$ cat src/rtl/router_reg.sv
// Router datapath register: latches header, overflow byte and parity,
// forwards bytes to the destination FIFO and flags parity errors.
module router_reg (
  input  logic       clock,
  input  logic       resetn,
  input  logic       pkt_valid,
  input  logic [7:0] data_in,
  input  logic       fifo_full,
  input  logic       detect_add,
  input  logic       lfd_state,
  input  logic       ld_state,
  input  logic       laf_state,
  input  logic       full_state,
  input  logic       rst_int_reg,
  output logic [7:0] data_out,
  output logic       err,
  output logic       parity_done,
  output logic       low_packet_valid
);

  localparam int unsigned BW = 8;
  localparam logic [1:0] BAD_ADDR = 2'b11;

  logic [BW-1:0] hdr_q, hdr_d;
  logic [BW-1:0] full_q, full_d;
  logic [BW-1:0] pkt_par_q, pkt_par_d;
  logic [BW-1:0] int_par_q, int_par_d;
  logic [BW-1:0] dout_q, dout_d;
  logic          err_q, err_d;
  logic          pd_q, pd_d;
  logic          lpv_q, lpv_d;

  always_comb begin
    hdr_d = hdr_q;
    if (detect_add && pkt_valid
        && data_in[1:0] != BAD_ADDR)
      hdr_d = data_in;

    full_d = full_q;
    if (ld_state && fifo_full)
      full_d = data_in;

    pkt_par_d = pkt_par_q;
    if (ld_state && !pkt_valid)
      pkt_par_d = data_in;

    int_par_d = int_par_q;
    if (detect_add)
      int_par_d = '0;
    else if (lfd_state)
      int_par_d = int_par_q ^ hdr_q;
    else if (ld_state && pkt_valid
             && !full_state)
      int_par_d = int_par_q ^ data_in;
  end

  always_comb begin
    dout_d = dout_q;
    if (detect_add)
      dout_d = dout_q;
    else if (lfd_state)
      dout_d = hdr_q;
    else if (ld_state && !fifo_full)
      dout_d = data_in;
    else if (ld_state)
      dout_d = dout_q;
    else if (laf_state)
      dout_d = full_q;

    // A parity byte stalled by a full FIFO completes via LAF.
    pd_d = pd_q;
    if (detect_add)
      pd_d = 1'b0;
    else if ((ld_state && !fifo_full && !pkt_valid)
             || (laf_state && lpv_q && !pd_q))
      pd_d = 1'b1;

    lpv_d = lpv_q;
    if (rst_int_reg)
      lpv_d = 1'b0;
    else if (ld_state && !pkt_valid)
      lpv_d = 1'b1;

    err_d = err_q;
    if (detect_add)
      err_d = 1'b0;
    else if (pd_q)
      err_d = (int_par_q != pkt_par_q);
  end

  always_ff @(posedge clock) begin
    if (!resetn) begin
      hdr_q     <= '0;
      full_q    <= '0;
      pkt_par_q <= '0;
      int_par_q <= '0;
      dout_q    <= '0;
      err_q     <= 1'b0;
      pd_q      <= 1'b0;
      lpv_q     <= 1'b0;
    end else begin
      hdr_q     <= hdr_d;
      full_q    <= full_d;
      pkt_par_q <= pkt_par_d;
      int_par_q <= int_par_d;
      dout_q    <= dout_d;
      err_q     <= err_d;
      pd_q      <= pd_d;
      lpv_q     <= lpv_d;
    end
  end

  assign data_out         = dout_q;
  assign err              = err_q;
  assign parity_done      = pd_q;
  assign low_packet_valid = lpv_q;

endmodule

$ cat config.mk
export PLATFORM = sky130hd
export DESIGN_NAME = router_reg
export DESIGN_NICKNAME = d
export VERILOG_FILES = /design/src/rtl/router_reg.sv
export SDC_FILE = /design/constraint.sdc
export NUM_CORES = 1
export LEC_CHECK = 0
export BUFFER_PORTS_ARGS = -buffer_cell sky130_fd_sc_hd__buf_4
export CELL_PAD_IN_SITES_DETAIL_PLACEMENT = 1
export CELL_PAD_IN_SITES_GLOBAL_PLACEMENT = 1
export CORE_MARGIN = 8
export CORE_UTILIZATION = 47
export DETAILED_ROUTE_END_ITERATION = 6
export PLACE_DENSITY = 0.89
export SETUP_SLACK_MARGIN = 0.05
export SYNTH_ARGS = -nofsm -noshare
export SYNTH_HDL_FRONTEND = slang
export SYNTH_SLANG_ARGS = --single-unit
$ cat constraint.sdc
create_clock -name clock -period 2.35 [get_ports clock]
set_input_delay 0.1175 -clock clock [delete_from_list [all_inputs] [get_ports clock]]
set_output_delay 0.1175 -clock clock [all_outputs]
set_load 0.02 [all_outputs]
### Yosys cells after proc, flatten, opt, wreduce, memory -nomap -nowiden

Cells that the tools add are included.

* bits in writable memories: 0
* latch bits: 0
* ROM bits: 0
* input bits: 18
* flip-flop bits (word level): 43
* memories: 0
* output and inout port bits: 11

* bitwise logic cells: 4
* shifts and indexed selects: 0
* eq/ne operators: 3
* $add $sub $neg: 0
* magnitude comparators: 0
* div/mod/pow operators: 0
* reduce and logical (&&, ||, !) cells: 20
* mux-type cells: 6
* multiply operators: 0

Operators by type and width (number)
* $mux W8: 6
* $xor A8 B8 Y8: 2
* $logic_and A1 B1 Y1: 10
* $ne A8 B8 Y1: 1
* $logic_not A1 Y1: 4
* $reduce_or A2 Y1: 2
* $ne A3 B2 Y1 const B: 1
* $reduce_and A3 Y1: 1
* $reduce_bool A3 Y1: 1
* $ne A2 B2 Y1 const B: 1
* $not A1 Y1: 2
* $reduce_bool A2 Y1: 1
* $logic_or A1 B1 Y1: 1

### Depth between registers and ports, before layout

* depth in word-level cells: 4
* depth in mapped cells: 7

### Least setup slack after synthesis

No wires, ideal clock.

* path kind: input to register
* start: in fifo_full
* end: reg dout_q[7], in the netlist data_out[7]
* arrival: 1.019 ns
* path buffers: 2
* cell stages on the path: 6
* slack: 1.198 ns
* library setup time: 0.133 ns
* path through: buf_6 nor2b_4 buf_6 mux2_4 mux2i_1 o22ai_2

* word-level cells in the longest chain between the ends: 4
* elaborated cells on any way between the ends: 7
* classes of those cells: 1 x eq/ne; 2 x mux; 4 x reduce/logical

RTL lines
* from (decl): line 8 `input logic fifo_full,`
* $logic_not A1 Y1 *: line 63 `else if (ld_state && !fifo_full)`
* $logic_and A1 B1 Y1 *: line 63
* $ne A3 B2 Y1 (no line), or another cell as far along
* $reduce_and A3 Y1 (no line) / $mux W8 (equally long branches)
* to (signal assigned): line 106 `dout_q <= dout_d;`
* to (decl): line 28 `logic [BW-1:0] dout_q, dout_d;`

Every way passes the cells marked *; elsewhere a longest branch is shown, timed or not.
A chain may end at the register's enable or synchronous reset.

### Worst setup path after layout

* start: reg int_par_q[6]
* end: reg err_q, in the netlist err

* word-level cells in the longest chain between the ends: 1

RTL lines
* from (decl): line 27 `logic [BW-1:0] int_par_q, int_par_d;`
* from (signal assigned): line 105 `int_par_q <= int_par_d;`
* $ne A8 B8 Y1: line 88 `err_d = (int_par_q != pkt_par_q);`
* to (signal assigned): line 107 `err_q <= err_d;`
* to (decl): line 29 `logic err_q, err_d;`

Every way passes these cells.

==> flow_metrics.py <==
metrics = {
    "final_layout": {
        "post-route-util_pct": 54.75,
        "diodes": 0,
        "fillers": 500,
        "nets": 247,
        "seqCellArea_um2": 860.8,
        "area_growth_pct": 13.92,
        "final_layout_size_suffix_gt1_share_pct": 24.78,
        "multiInputGateArea_um2": 1074,
        "final_area_um2": 2335,
    },
    "floorplanning": {
        "core_area_um2": 4264,
        "placement_rows": 24,
        "dieWidth_um": 82.04,
        "die-area_um2": 6730,
        "die_height_um": 82.04,
        "ios": 29,
        "initial_core_util_pct": 48.06,
    },
    "grt": {
        "grt_max_degree": 29,
        "first_global_vias": 1644,
        "grt.overflow.total": 0,
        "antenna_found_initial": 0,
        "grt_pass1_wl_mm": 8.404,
        "grt.total_usage_pct": 16.98,
    },
    "clock_network": {
        "cts_tree": "done",
        "clk_latency_ns": 0.31,
        "cts.repair.resized": 0,
        "ctsHoldBuffers": 1,
        "htree_num_levels": 2,
        "cts.sinks": 43,
        "clk_path_buf_depth": 2,
        "post_cts_buffers": 0,
        "path_clk_slew_ns": 0.08,
        "cts-root-buf": "clkbuf_8",
        "cts_buffers": 5,
    },
    "timing": {
        "maxSlewViolCount": 0,
        "finalHoldViolCount": 0,
        "fin_crit_sh_pct": 50.26,
        "worstMarginPinSlew_ns": 0.6790,
        "tns_ns": 0,
        "setup_viol": 0,
        "post-route-min-period_ns": 1.181,
        "grt_setup_unrepaired": "no",
        "clock_skew_ns": 0.003300,
        "fmax_mhz": 846.6,
        "slew_headroom_pct": 54.64,
    },
    "pwr": {
        "leakage_nw": 0.9075,
        "irDropWorstVdd_uv": 428.1,
        "p_per_area_nw_per_um2": 623.3,
    },
    "synth": {
        "synthArstFlopShare_pct": 0,
        "synthCells": 204,
        "ys_ff_latch": 43,
        "synth_nets": 222,
        "ys_warn_count": 0,
        "ys_types": 33,
        "synth_edf_count": 0,
        "yosysSeqAreaShare_pct": 42.00,
        "netlist_area_um2": 2049,
        "synth_flop_cell": "dfxtp_1",
        "syn_area_per_cell_um2": 10.05,
    },
    "detailed_routing": {
        "drc": 0,
        "routed_wl_mm": 5.065,
        "vias_per_cell": 5.404,
        "ant_nets": 0,
        "vias": 1524,
        "dr.pass1.iters": 4,
        "drt_iter0_markers": 81,
        "routedWlPerCell_um": 17.96,
    },
    "setup_path": {
        "slowest_delay_ns": 0.34,
        "crit_fanout": 2,
        "crit_family": "simple AND/OR/NAND/NOR gates",
        "crit_slowest_cell": "dfxtp_1",
        "arrival_ns": 1.38,
        "crit_required_ns": 2.55,
        "path_class": "flip-flop to flip-flop",
        "critPathLaunchType": "flip-flop",
        "cp-end-kind": "flip-flop",
        "crit_buf_inv": 0,
        "worstPathCellList": "xnor2_1 > nand4_1 > nor4_1 > a31oi_1",
    },
    "outcome": {
        "outcome": "finished clean",
    },
    "placement": {
        "gp_congestion": 0.8145,
        "hpwl_mm": 3.654,
        "io_buffers": 28,
        "post_dp_cell_area_um2": 2243,
    },
    "hold_path": {
        "min_path_type": "input pin to flip-flop",
    },
    "run": {
        "maxCapViolCount": 0,
    },
}
area by class of cell:
cell class | count | area share, %
multi-input combinational | 141 | 45.98
sequential | 43 | 36.87
timing repair buffer | 29 | 9.432
clock buffer | 7 | 3.269
tap | 52 | 2.787
inverter | 9 | 1.447
clock inverter | 1 | 0.2144
sequential cells by signal (all words and copies together) (netlist names):
| name | cells |
|---|---|
| pkt_par_q | 8 |
| hdr_q | 8 |
| full_q | 8 |
| err | 1 |
| int_par_q | 8 |
| low_packet_valid | 1 |
| data_out | 8 |
| parity_done | 1 |
path summary, 6_finish.rpt:
kind / from / to / slack [ns] / cells after the start
setup / recovery: int_par_q[6] / err / 1.17 / 4
hold reg to reg: full_q[2] / full_q[2] / 0.46 / 2
setup reg to reg: int_par_q[6] / err / 1.17 / 4
hold / removal: laf_state / parity_done / 0.08 / 3
kinds of logic (layout without fill, tap and decap cells):
kind of cell | Yosys count | in the layout | synth area share [%]
AO/OA/AOI/OAI | 37 | 37 | 15.69
XOR/XNOR | 16 | 16 | 6.837
buffers and inverters | 20 | 46 | 5.616
flip-flops | 43 | 43 | 42.00
multiplexers | 24 | 24 | 13.68
AND/OR/NAND/NOR | 64 | 64 | 16.18
worst register-to-register path, stage by stage, from the launching register on:
cell and delay, ns:
dfxtp_1 0.34, xnor2_1 0.23, nand4_1 0.16, nor4_1 0.23
a31oi_1 0.12
cell usage in the layout (no fill, tap or decap), drive strengths merged, types with 5 or more instances in the layout:
cell type / count
dfxtp: 43
buf: 28
nand2: 27
a21boi: 16
mux2i: 16
xor2: 11
nor2b: 11
nor2: 10
inv: 9
nand3: 8
a22oi: 8
mux2: 8
o22ai: 8
clkbuf: 7
xnor2: 5
cells in the mapped netlist (2+ instances only):
| cell type | count | area, um^2 |
|---|---|---|
| dfxtp_1 | 43 | 860.8 |
| o22ai_1 | 7 | 43.79 |
| nand2_1 | 27 | 101.4 |
| clkbuf_1 | 3 | 11.26 |
| nor2_1 | 10 | 37.54 |
| inv_1 | 8 | 30.03 |
| xnor2_1 | 5 | 43.79 |
| mux2i_1 | 16 | 160.2 |
| a22oi_2 | 8 | 100.1 |
| buf_2 | 2 | 10.01 |
| a21boi_1 | 16 | 120.1 |
| xor2_1 | 11 | 96.34 |
| nand3_1 | 8 | 40.04 |
| buf_6 | 5 | 56.30 |
| mux2_4 | 8 | 120.1 |
| nor2b_1 | 10 | 62.56 |
metrics by stage:
stage / hold WS, ns / std cells / setup slack, ns / total power [W]
2_1_floorplan: 0.1936 / 204 / 1.198 / 0.0009313
3_3_place_gp: 0.2786 / 273 / 0.9386 / 0.0009942
3_5_place_dp: 0.2886 / 273 / 0.8933 / 0.001003
4_1_cts: 0.07030 / 282 / 1.161 / 0.001472
5_1_grt: 0.08212 / 282 / 1.047 / 0.001528
6_report: 0.08346 / 282 / 1.169 / 0.001455
per-layer routing:
layer,track usage [%],routed length (um)
met1,19.11,2249
met3,5.361,267
met4,7.895,86
met5,0,0
met2,28.57,2461
power by group:
part	internal (W)	total [W]	leakage (nW)	switching, W
combinational	0.0000984	0.000210	0.515	0.000112
clock	0.000209	0.000469	0.0422	0.000260
sequential	0.000756	0.000776	0.350	0.0000207
total	0.00106	0.00146	0.907	0.000393
(Power assumes the default switching activity.)
